### config.mk
export PLATFORM = sky130hd
export DESIGN_NAME = mem_arbiter
export DESIGN_NICKNAME = d
export VERILOG_FILES = /design/src/rtl/mem_arbiter_pkg.sv /design/src/rtl/mem_arbiter.sv
export SDC_FILE = /design/constraint.sdc
export NUM_CORES = 1
export LEC_CHECK = 0
export CAP_MARGIN = 10
export CORE_MARGIN = 2
export CORE_UTILIZATION = 35
export DETAILED_ROUTE_END_ITERATION = 8
export PLACE_DENSITY_LB_ADDON = 0.05
export SYNTH_ARGS = -nofsm -noshare
export SYNTH_HDL_FRONTEND = slang
export SYNTH_SLANG_ARGS = --single-unit
### constraint.sdc
create_clock -name CLK -period 10.4 [get_ports CLK]
set_clock_uncertainty 0.2 [all_clocks]
set_input_delay 2.6 -clock CLK [delete_from_list [all_inputs] [get_ports CLK]]
set_output_delay 2.6 -clock CLK [all_outputs]
set_load 0.005 [all_outputs]
### src/rtl/mem_arbiter_pkg.sv
// mem_arbiter_pkg
//   Shared definitions for the instruction/data memory arbiter and anything
//   that observes it.
//   - state_e : 2-bit controller state encoding.
//   - owner_e : grant owner encoding (I = 0, D = 1).
//   - pick_owner : round-robin winner selection for the IDLE state.
package mem_arbiter_pkg;

  typedef enum logic [1:0] {
    ST_IDLE    = 2'd0,
    ST_GRANT_I = 2'd1,
    ST_GRANT_D = 2'd2,
    ST_RESP    = 2'd3
  } state_e;

  typedef enum logic {
    GNT_I = 1'b0,
    GNT_D = 1'b1
  } owner_e;

  // With both requesters pending, the one that did not win the previous
  // conflict is served; otherwise whichever requester is present wins.
  // The result is only meaningful when at least one request is high.
  function automatic owner_e pick_owner(input logic   if_req,
                                        input logic   d_req,
                                        input owner_e last);
    if (if_req && d_req) begin
      return (last == GNT_D) ? GNT_I : GNT_D;
    end else if (d_req) begin
      return GNT_D;
    end else begin
      return GNT_I;
    end
  endfunction

endpackage

### src/rtl/mem_arbiter.sv
// mem_arbiter
//   Arbitrates an instruction-fetch port and a data load/store port onto one
//   shared unified RAM with combinational read data. One access is served
//   every three cycles: IDLE (request sampled), GRANT_x (RAM driven),
//   RESP (ack pulse).
//
// Handshake: a requester raises its req and holds it (with address and
//   write data stable) until it samples its ack high; ack is a one-cycle
//   pulse and the requester drops req at that same edge. A req still high
//   when the controller is back in IDLE counts as a new request. Once
//   granted, an access always completes even if req falls early.
//
// Ports
//   CLK, RST              clock, asynchronous active-high reset
//   if_req/if_addr        fetch request and byte address
//   if_ack/if_rdata       fetch completion pulse and registered read data
//   d_req/d_we/d_addr/d_wdata  data request, store qualifier, address, data
//   d_ack/d_rdata         data completion pulse and registered load data
//   mem_addr/mem_r/mem_w/mem_wdata/mem_rdata  shared RAM interface
//   state, last_grant     debug view of the controller state and the
//                         winner of the most recent conflict
module mem_arbiter
  import mem_arbiter_pkg::*;
#(
  parameter int DataWidth = 32,
  parameter int AddrWidth = 32
) (
  input  logic                 CLK,
  input  logic                 RST,
  input  logic                 if_req,
  input  logic [AddrWidth-1:0] if_addr,
  output logic                 if_ack,
  output logic [DataWidth-1:0] if_rdata,
  input  logic                 d_req,
  input  logic                 d_we,
  input  logic [AddrWidth-1:0] d_addr,
  input  logic [DataWidth-1:0] d_wdata,
  output logic                 d_ack,
  output logic [DataWidth-1:0] d_rdata,
  output logic [AddrWidth-1:0] mem_addr,
  output logic                 mem_r,
  output logic                 mem_w,
  output logic [DataWidth-1:0] mem_wdata,
  input  logic [DataWidth-1:0] mem_rdata,
  output state_e               state,
  output owner_e               last_grant
);

  owner_e winner_d;
  logic   conflict_d;

  assign winner_d   = pick_owner(if_req, d_req, last_grant);
  assign conflict_d = if_req && d_req;

  // All outputs are registered. RAM controls are loaded on the IDLE->GRANT
  // edge from the (stable) request inputs, so a request that falls during
  // GRANT cannot disturb the access in flight. Reset clears them
  // asynchronously, which also cancels an in-flight store immediately.
  always_ff @(posedge CLK or posedge RST) begin
    if (RST) begin
      state      <= ST_IDLE;
      last_grant <= GNT_D;
      if_ack     <= 1'b0;
      d_ack      <= 1'b0;
      if_rdata   <= '0;
      d_rdata    <= '0;
      mem_addr   <= '0;
      mem_r      <= 1'b0;
      mem_w      <= 1'b0;
      mem_wdata  <= '0;
    end else begin
      case (state)
        ST_IDLE: begin
          if (if_req || d_req) begin
            // last_grant only tracks conflicts; an uncontested grant does
            // not change who wins the next tie.
            if (conflict_d) begin
              last_grant <= winner_d;
            end
            if (winner_d == GNT_I) begin
              state     <= ST_GRANT_I;
              mem_addr  <= if_addr;
              mem_r     <= 1'b1;
              mem_w     <= 1'b0;
              mem_wdata <= '0;
            end else begin
              state     <= ST_GRANT_D;
              mem_addr  <= d_addr;
              mem_wdata <= d_wdata;
              mem_r     <= !d_we;
              mem_w     <= d_we;
            end
          end
        end

        ST_GRANT_I: begin
          if_rdata  <= mem_rdata;
          if_ack    <= 1'b1;
          mem_addr  <= '0;
          mem_r     <= 1'b0;
          mem_w     <= 1'b0;
          mem_wdata <= '0;
          state     <= ST_RESP;
        end

        ST_GRANT_D: begin
          // mem_r is high exactly for a load; stores leave d_rdata alone.
          if (mem_r) begin
            d_rdata <= mem_rdata;
          end
          d_ack     <= 1'b1;
          mem_addr  <= '0;
          mem_r     <= 1'b0;
          mem_w     <= 1'b0;
          mem_wdata <= '0;
          state     <= ST_RESP;
        end

        ST_RESP: begin
          if_ack <= 1'b0;
          d_ack  <= 1'b0;
          state  <= ST_IDLE;
        end

        default: begin
          state <= ST_IDLE;
        end
      endcase
    end
  end

endmodule

==> results of run 1 <==
[how the worst max path moves through the flow]
stage                      start    end  slack, ns
after CTS                 if_req  mem_r       5.47
after detailed placement  if_req  mem_r       5.03
after global placement    if_req  mem_r       5.05
final                     if_req  mem_r       5.46
after floorplan              RST  d_ack       3.99
after global routing      if_req  mem_r       5.28
[cells by family after synthesis]
kind of cell / Yosys count
fa+ha+maj: 6
flops: 135
compound gates: 72
simple gates: 14
buf+inv: 28
xor+xnor: 1
mux: 98
[state kept, by name, indices dropped and copies added, names as in the netlist, 2 cells and up]
signal,cells
state,2
mem_wdata,32
d_rdata,32
if_rdata,32
mem_addr,32
[synth_stat cells, drive strengths merged]
cell,count,area share [%]
clkbuf,4,0.27
mux2i,33,5.9
inv,3,0.20
buf,21,2.8
mux2,65,13
o31ai,1,0.13
a21oi,1,0.090
a211oi,2,0.36
xnor2,1,0.16
nor3b,1,0.22
nand3,1,0.090
nand2,4,0.27
or3,1,0.11
dfrtp,134,60
o2bb2ai,32,8.3
nor2,6,0.40
ha,6,1.3
dfstp,1,0.47
a21boi,1,0.13
or2,1,0.11
o21ai,2,0.18
a22o,32,5.0
a21o,1,0.13
[through the flow]
step           utilization (%)  power, uW
2_1_floorplan                -       1550
3_3_place_gp              53.6       2120
3_5_place_dp              53.6       2150
4_1_cts                   57.8       2830
5_1_grt                   57.8       2960
6_report                  57.8       2780
[power breakdown]
group	switching [uW]	internal, uW
logic	508	718
clock network	223	444
registers	131	758
[final cells by class]
cell class / count / area [sq um]
repair buffers: 273 / 2720
inverters: 3 / 16.3
well taps: 216 / 270
flip-flops and latches: 135 / 3380
fillers: 1262 / 6630
multi-input cells: 191 / 2030
clock buffers: 20 / 467
clock inverters: 12 / 198
[layer usage]
metal,vias to the layer above,wire [um],GRT usage [%]
li1,1851,-,-
met3,24,1530,8.00
met1,1960,6010,21.5
met5,-,13,0
met2,173,7190,28.2
met4,2,286,7.08
[worst max-delay path: cells and delay by family]
kind                   cells  cell delay [ns]
AND/OR/NAND/NOR            2             0.87
multiplexers               1             0.38
buffers and inverters      2             1.16
==> results_dict.tcl, run 1 <==
set metrics [dict create \
    outcome "completed" \
    synthesis.nets 493 \
    hold_class "flop to flop" \
    grt-ovfl-total 0 \
    cts_repair_resize_count 0 \
    critPathCaptureType "flop" \
    ys_seq_elements 135 \
    die_extent_in_x_um 130 \
    timing.final.crit_period_ns 4.94 \
    number_of_cell_rows 46 \
    number_of_antenna_violations_at_the_first_check_in_global_routing 1 \
    area_fraction_in_and_or_nand_and_nor_cells_after_synthesis_pct 1.21 \
    critical-path-slowest-cell "sky130_fd_sc_hd__buf_4" \
    cp_data_required_time_ns 10.49 \
    ir_drop_v 0.000190 \
    die_h_um 130 \
    hold_slack_ns 0.289 \
    synth_compound_area_share_pct 14.3 \
    hold_path_end "mem_addr[31]" \
    total_power_per_unit_cell_area_nw_per_um2 306 \
    final_layout_size_suffix_gt1_share_pct 21.8 \
    final.period_utilization_pct 47.5 \
    hold_violation_total_from_the_final_report 0 \
    crit_path_max_incr_delay_ns 0.61 \
    pin_count_of_the_biggest_net_entering_global_routing 71 \
    arrival_ns 5.03 \
    tightestPinTransition_ns 0.958 \
    cts_root_buffer "sky130_fd_sc_hd__clkbuf_16" \
    cts_htree_levels 4 \
    timing.rr.start "state[0]" \
    detail_route.first_pass.iterations 4 \
    synthDistinctLibCells 29 \
    antenna_cells_inserted 0 \
    netlist_instances 354 \
    worst-path-max-fanout 48 \
    postLayoutSetupSlackWorst_ns 5.46 \
    synth_top_family_by_area "multiplexers" \
    maxSlewViolCount 0 \
    cts_setup_buffers 0 \
    fp.coreArea_sq_um 15700 \
    reg2reg_slack_ns 7.39 \
    worst_slew_margin_rel_pct 36.1 \
    hold-path-cell-count 1 \
    worst_skew_pair_latency_ns 0.41 \
    die_outline_area_sq_um 17000 \
    cts_sinks 135 \
    place_congestion 0.736 \
    mux_share_of_post_synthesis_cell_area_pct 19.1 \
    cts_tree "yes" \
    route.detailed.vias_per_inst 4.72 \
    syn-cell-area_sq_um 5580 \
    cts.path.max_buffers 2 \
    crit_path_cells "clkdlybuf4s50_1, nor3b_2, or2_2, buf_4, mux2_1" \
    setup_viol 0 \
    route.detailed.wl_per_inst_um 17.7 \
    grt.total_usage_pct 17.9 \
    grt_first_pass_wirelength_um 22700 \
    synth_sequential_area_ratio_pct 60.6 \
    setup_repair_after_global_routing_missed_its_margin "no" \
    finalNonFillerCells 850 \
    routed_wirelength_um 15000 \
    synth_fa_ha_area_share_pct 1.35 \
    drv.max_cap_violation_count 0 \
    synth_xor_xnor_area_share_pct 0.157 \
    power.leakage_uw 0.00381 \
    worstHoldStart "mem_addr[31]" \
    dp_worst_setup_slack_ns 5.03 \
    yosys_warnings 0 \
    criticalPathCategory "input pin to flop" \
    numPlacedInstances 818 \
    postLayoutCellArea_sq_um 9080 \
    top_level_ports 268 \
    layout.cells.most_common_list "267 x sky130_fd_sc_hd__clkdlybuf4s50_1, 134 x sky130_fd_sc_hd__dfrtp_1, 64 x sky130_fd_sc_hd__mux2_2, 33 x sky130_fd_sc_hd__mux2i_1, 32 x sky130_fd_sc_hd__a22o_1" \
    drt_iter0_drc 101 \
    drcViolationCount 0 \
    cp-start-kind "input pin" \
    timing.rr.end "mem_r" \
    finalNetCount 760 \
    detail-route-antenna-nets 0 \
    grt_pass1_vias 4264 \
    floorplan.initialDensity_pct 35.5 \
    detailed_place.area_sq_um 8420 \
    hold_buffers 0 \
    vias 4010 \
    final_common_cell "sky130_fd_sc_hd__clkdlybuf4s50_1" \
    place_hpwl_um 10800 \
    synthesis.area_per_instance_sq_um 15.7 \
    area_growth_pct 62.9 \
    quantity_of_i_o_buffers_inserted_on_ports 267 \
    achievable-frequency_mhz 202 \
    clkSlewWorstSetupHoldPaths_ns 0.06 \
    ff2ff_path_depth 6 \
    numCtsBuffers 17 \
    timing.setup.tns_ns 0 \
]
(Power assumes the default switching activity.)
==> run 2, diff against run 1 <==
Clock period 10.4 ns to 4.8 ns, I/O delays scaled along.
==> run 2 against run 1 <==
- sequential power increased by 120%
- first-iteration DRC count increased by 27%
- hold slack improved by 0.0014 ns
- global-route usage decreased by 0.44 points
- critical endpoint is now mem_addr[30]
- sequential cell count unchanged
- largest cell class unchanged
- die area unchanged
- sequential share of layout area about the same
- critical path depth decreased by 1
==> results_dict.tcl, run 2 (synthesized netlist as in run 1, its figures left out) <==
set metrics [dict create \
    critPathCaptureType "flop" \
    final.period_utilization_pct 64.4 \
    timing.setup.tns_ns 0 \
    maxSlewViolCount 0 \
    number_of_antenna_violations_at_the_first_check_in_global_routing 0 \
    detail-route-antenna-nets 0 \
    die_extent_in_x_um 130 \
    grt_pass1_vias 4086 \
    route.detailed.vias_per_inst 4.71 \
    cts.path.max_buffers 2 \
    cp_data_required_time_ns 4.86 \
    grt.total_usage_pct 17.4 \
    topRoutingLayerUsed "met4" \
    postLayoutSetupSlackWorst_ns 1.71 \
    criticalPathCategory "input pin to flop" \
    final_common_cell "sky130_fd_sc_hd__clkdlybuf4s50_1" \
    number_of_cell_rows 46 \
    grt_first_pass_wirelength_um 22300 \
    top_level_ports 268 \
    vias 4003 \
    area_growth_pct 62.9 \
    total_power_per_unit_cell_area_nw_per_um2 661 \
    finalNetCount 760 \
    hold_buffers 0 \
    ir_drop_v 0.000430 \
    timing.final.crit_period_ns 3.09 \
    cts_root_buffer "sky130_fd_sc_hd__clkbuf_16" \
    floorplan.initialDensity_pct 35.5 \
    routed_wirelength_um 14900 \
    clkSlewWorstSetupHoldPaths_ns 0.06 \
    die_h_um 130 \
    cts_sinks 135 \
    tightestPinTransition_ns 0.976 \
    setup_viol 0 \
    drcViolationCount 0 \
    die_outline_area_sq_um 17000 \
    power.leakage_uw 0.00381 \
    worst-path-max-fanout 32 \
    cp-start-kind "input pin" \
    layout.cells.most_common_list "267 x sky130_fd_sc_hd__clkdlybuf4s50_1, 134 x sky130_fd_sc_hd__dfrtp_1, 64 x sky130_fd_sc_hd__mux2_2, 33 x sky130_fd_sc_hd__mux2i_1, 32 x sky130_fd_sc_hd__a22o_1" \
    hold_slack_ns 0.291 \
    place_congestion 0.769 \
    arrival_ns 3.15 \
    dp_worst_setup_slack_ns 1.23 \
    hold_class "flop to flop" \
    numCtsBuffers 17 \
    pin_count_of_the_biggest_net_entering_global_routing 136 \
    setup_repair_after_global_routing_missed_its_margin "no" \
    cts_tree "yes" \
    final_layout_size_suffix_gt1_share_pct 21.6 \
    detail_route.first_pass.iterations 4 \
    outcome "completed" \
    grt-ovfl-total 0 \
    wirelength_met1_um 6080 \
    hold_violation_total_from_the_final_report 0 \
    finalNonFillerCells 850 \
    antenna_cells_inserted 0 \
    achievable-frequency_mhz 323 \
    quantity_of_i_o_buffers_inserted_on_ports 267 \
    drt_iter0_drc 128 \
    cts_setup_buffers 0 \
    place_hpwl_um 10300 \
    cts_repair_resize_count 0 \
    worst_skew_pair_latency_ns 0.41 \
    drv.max_cap_violation_count 0 \
    finish.utilization_pct 57.8 \
    detailroute.wirelength.met3_um 1380 \
    route.detailed.wl_per_inst_um 17.5 \
    worst_slew_margin_rel_pct 35.0 \
    cts_htree_levels 4 \
    fp.coreArea_sq_um 15700 \
    dr_wl_met2_um 7010 \
    numPlacedInstances 818 \
]
==> run 2: cell types whose count changed in the layout (fill, tap and decap cells not counted), sizes merged <==
cell	change
inv	-1
bufinv	-1
clkinvlp	+1
clkbuf	+1
==> run 2: metrics by stage <==
step | cell area (sq um) | power (uW)
6_report | 9080 | 6000
3_3_place_gp | 8440 | 4610
2_1_floorplan | 5580 | 3370
5_1_grt | 9080 | 6370
4_1_cts | 9080 | 6110
3_5_place_dp | 8440 | 4680
==> run 2: per-layer routing <==
layer	GRT usage [%]	vias to the layer above
met3	7.05	25
met5	0	-
met2	26.6	165
li1	-	1848
met4	8.03	0
met1	21.7	1965
==> run 2: worst max-delay path, stage by stage <==
cell,delay [ns]
sky130_fd_sc_hd__clkdlybuf4s50_1,0.54
sky130_fd_sc_hd__nor3b_2,0.38
sky130_fd_sc_hd__or3_2,0.84
sky130_fd_sc_hd__o2bb2ai_1,0.18
==> run 2: worst paths after layout <==
kind | start | end | slack (ns) | depth (start not counted)
max | if_req | mem_addr[30] | 1.71 | 4
min | mem_addr[31] | mem_addr[31] | 0.29 | 1
max reg2reg | state[0] | mem_addr[30] | 2.24 | 5
min reg2reg | mem_addr[31] | mem_addr[31] | 0.29 | 1
max in group asynchronous | RST | d_rdata[15] | 2.67 | 3
min in group asynchronous | RST | mem_addr[25] | 1.14 | 3
==> run 2: cell type report <==
cell class	count	area (sq um)
Clock buffer	21	470
Clock inverter	11	171
Fill cell	1279	6630
Inverter	3	15.0
Multi-Input combinational cell	191	2030
Sequential cell	135	3380
Tap cell	216	270
Timing Repair Buffer	273	2740
==> run 2: power by group <==
group          internal [uW]  switching, uW  total, uW
registers               1640            282       1920
clock network            911            491       1400
logic                   1580           1090       2670
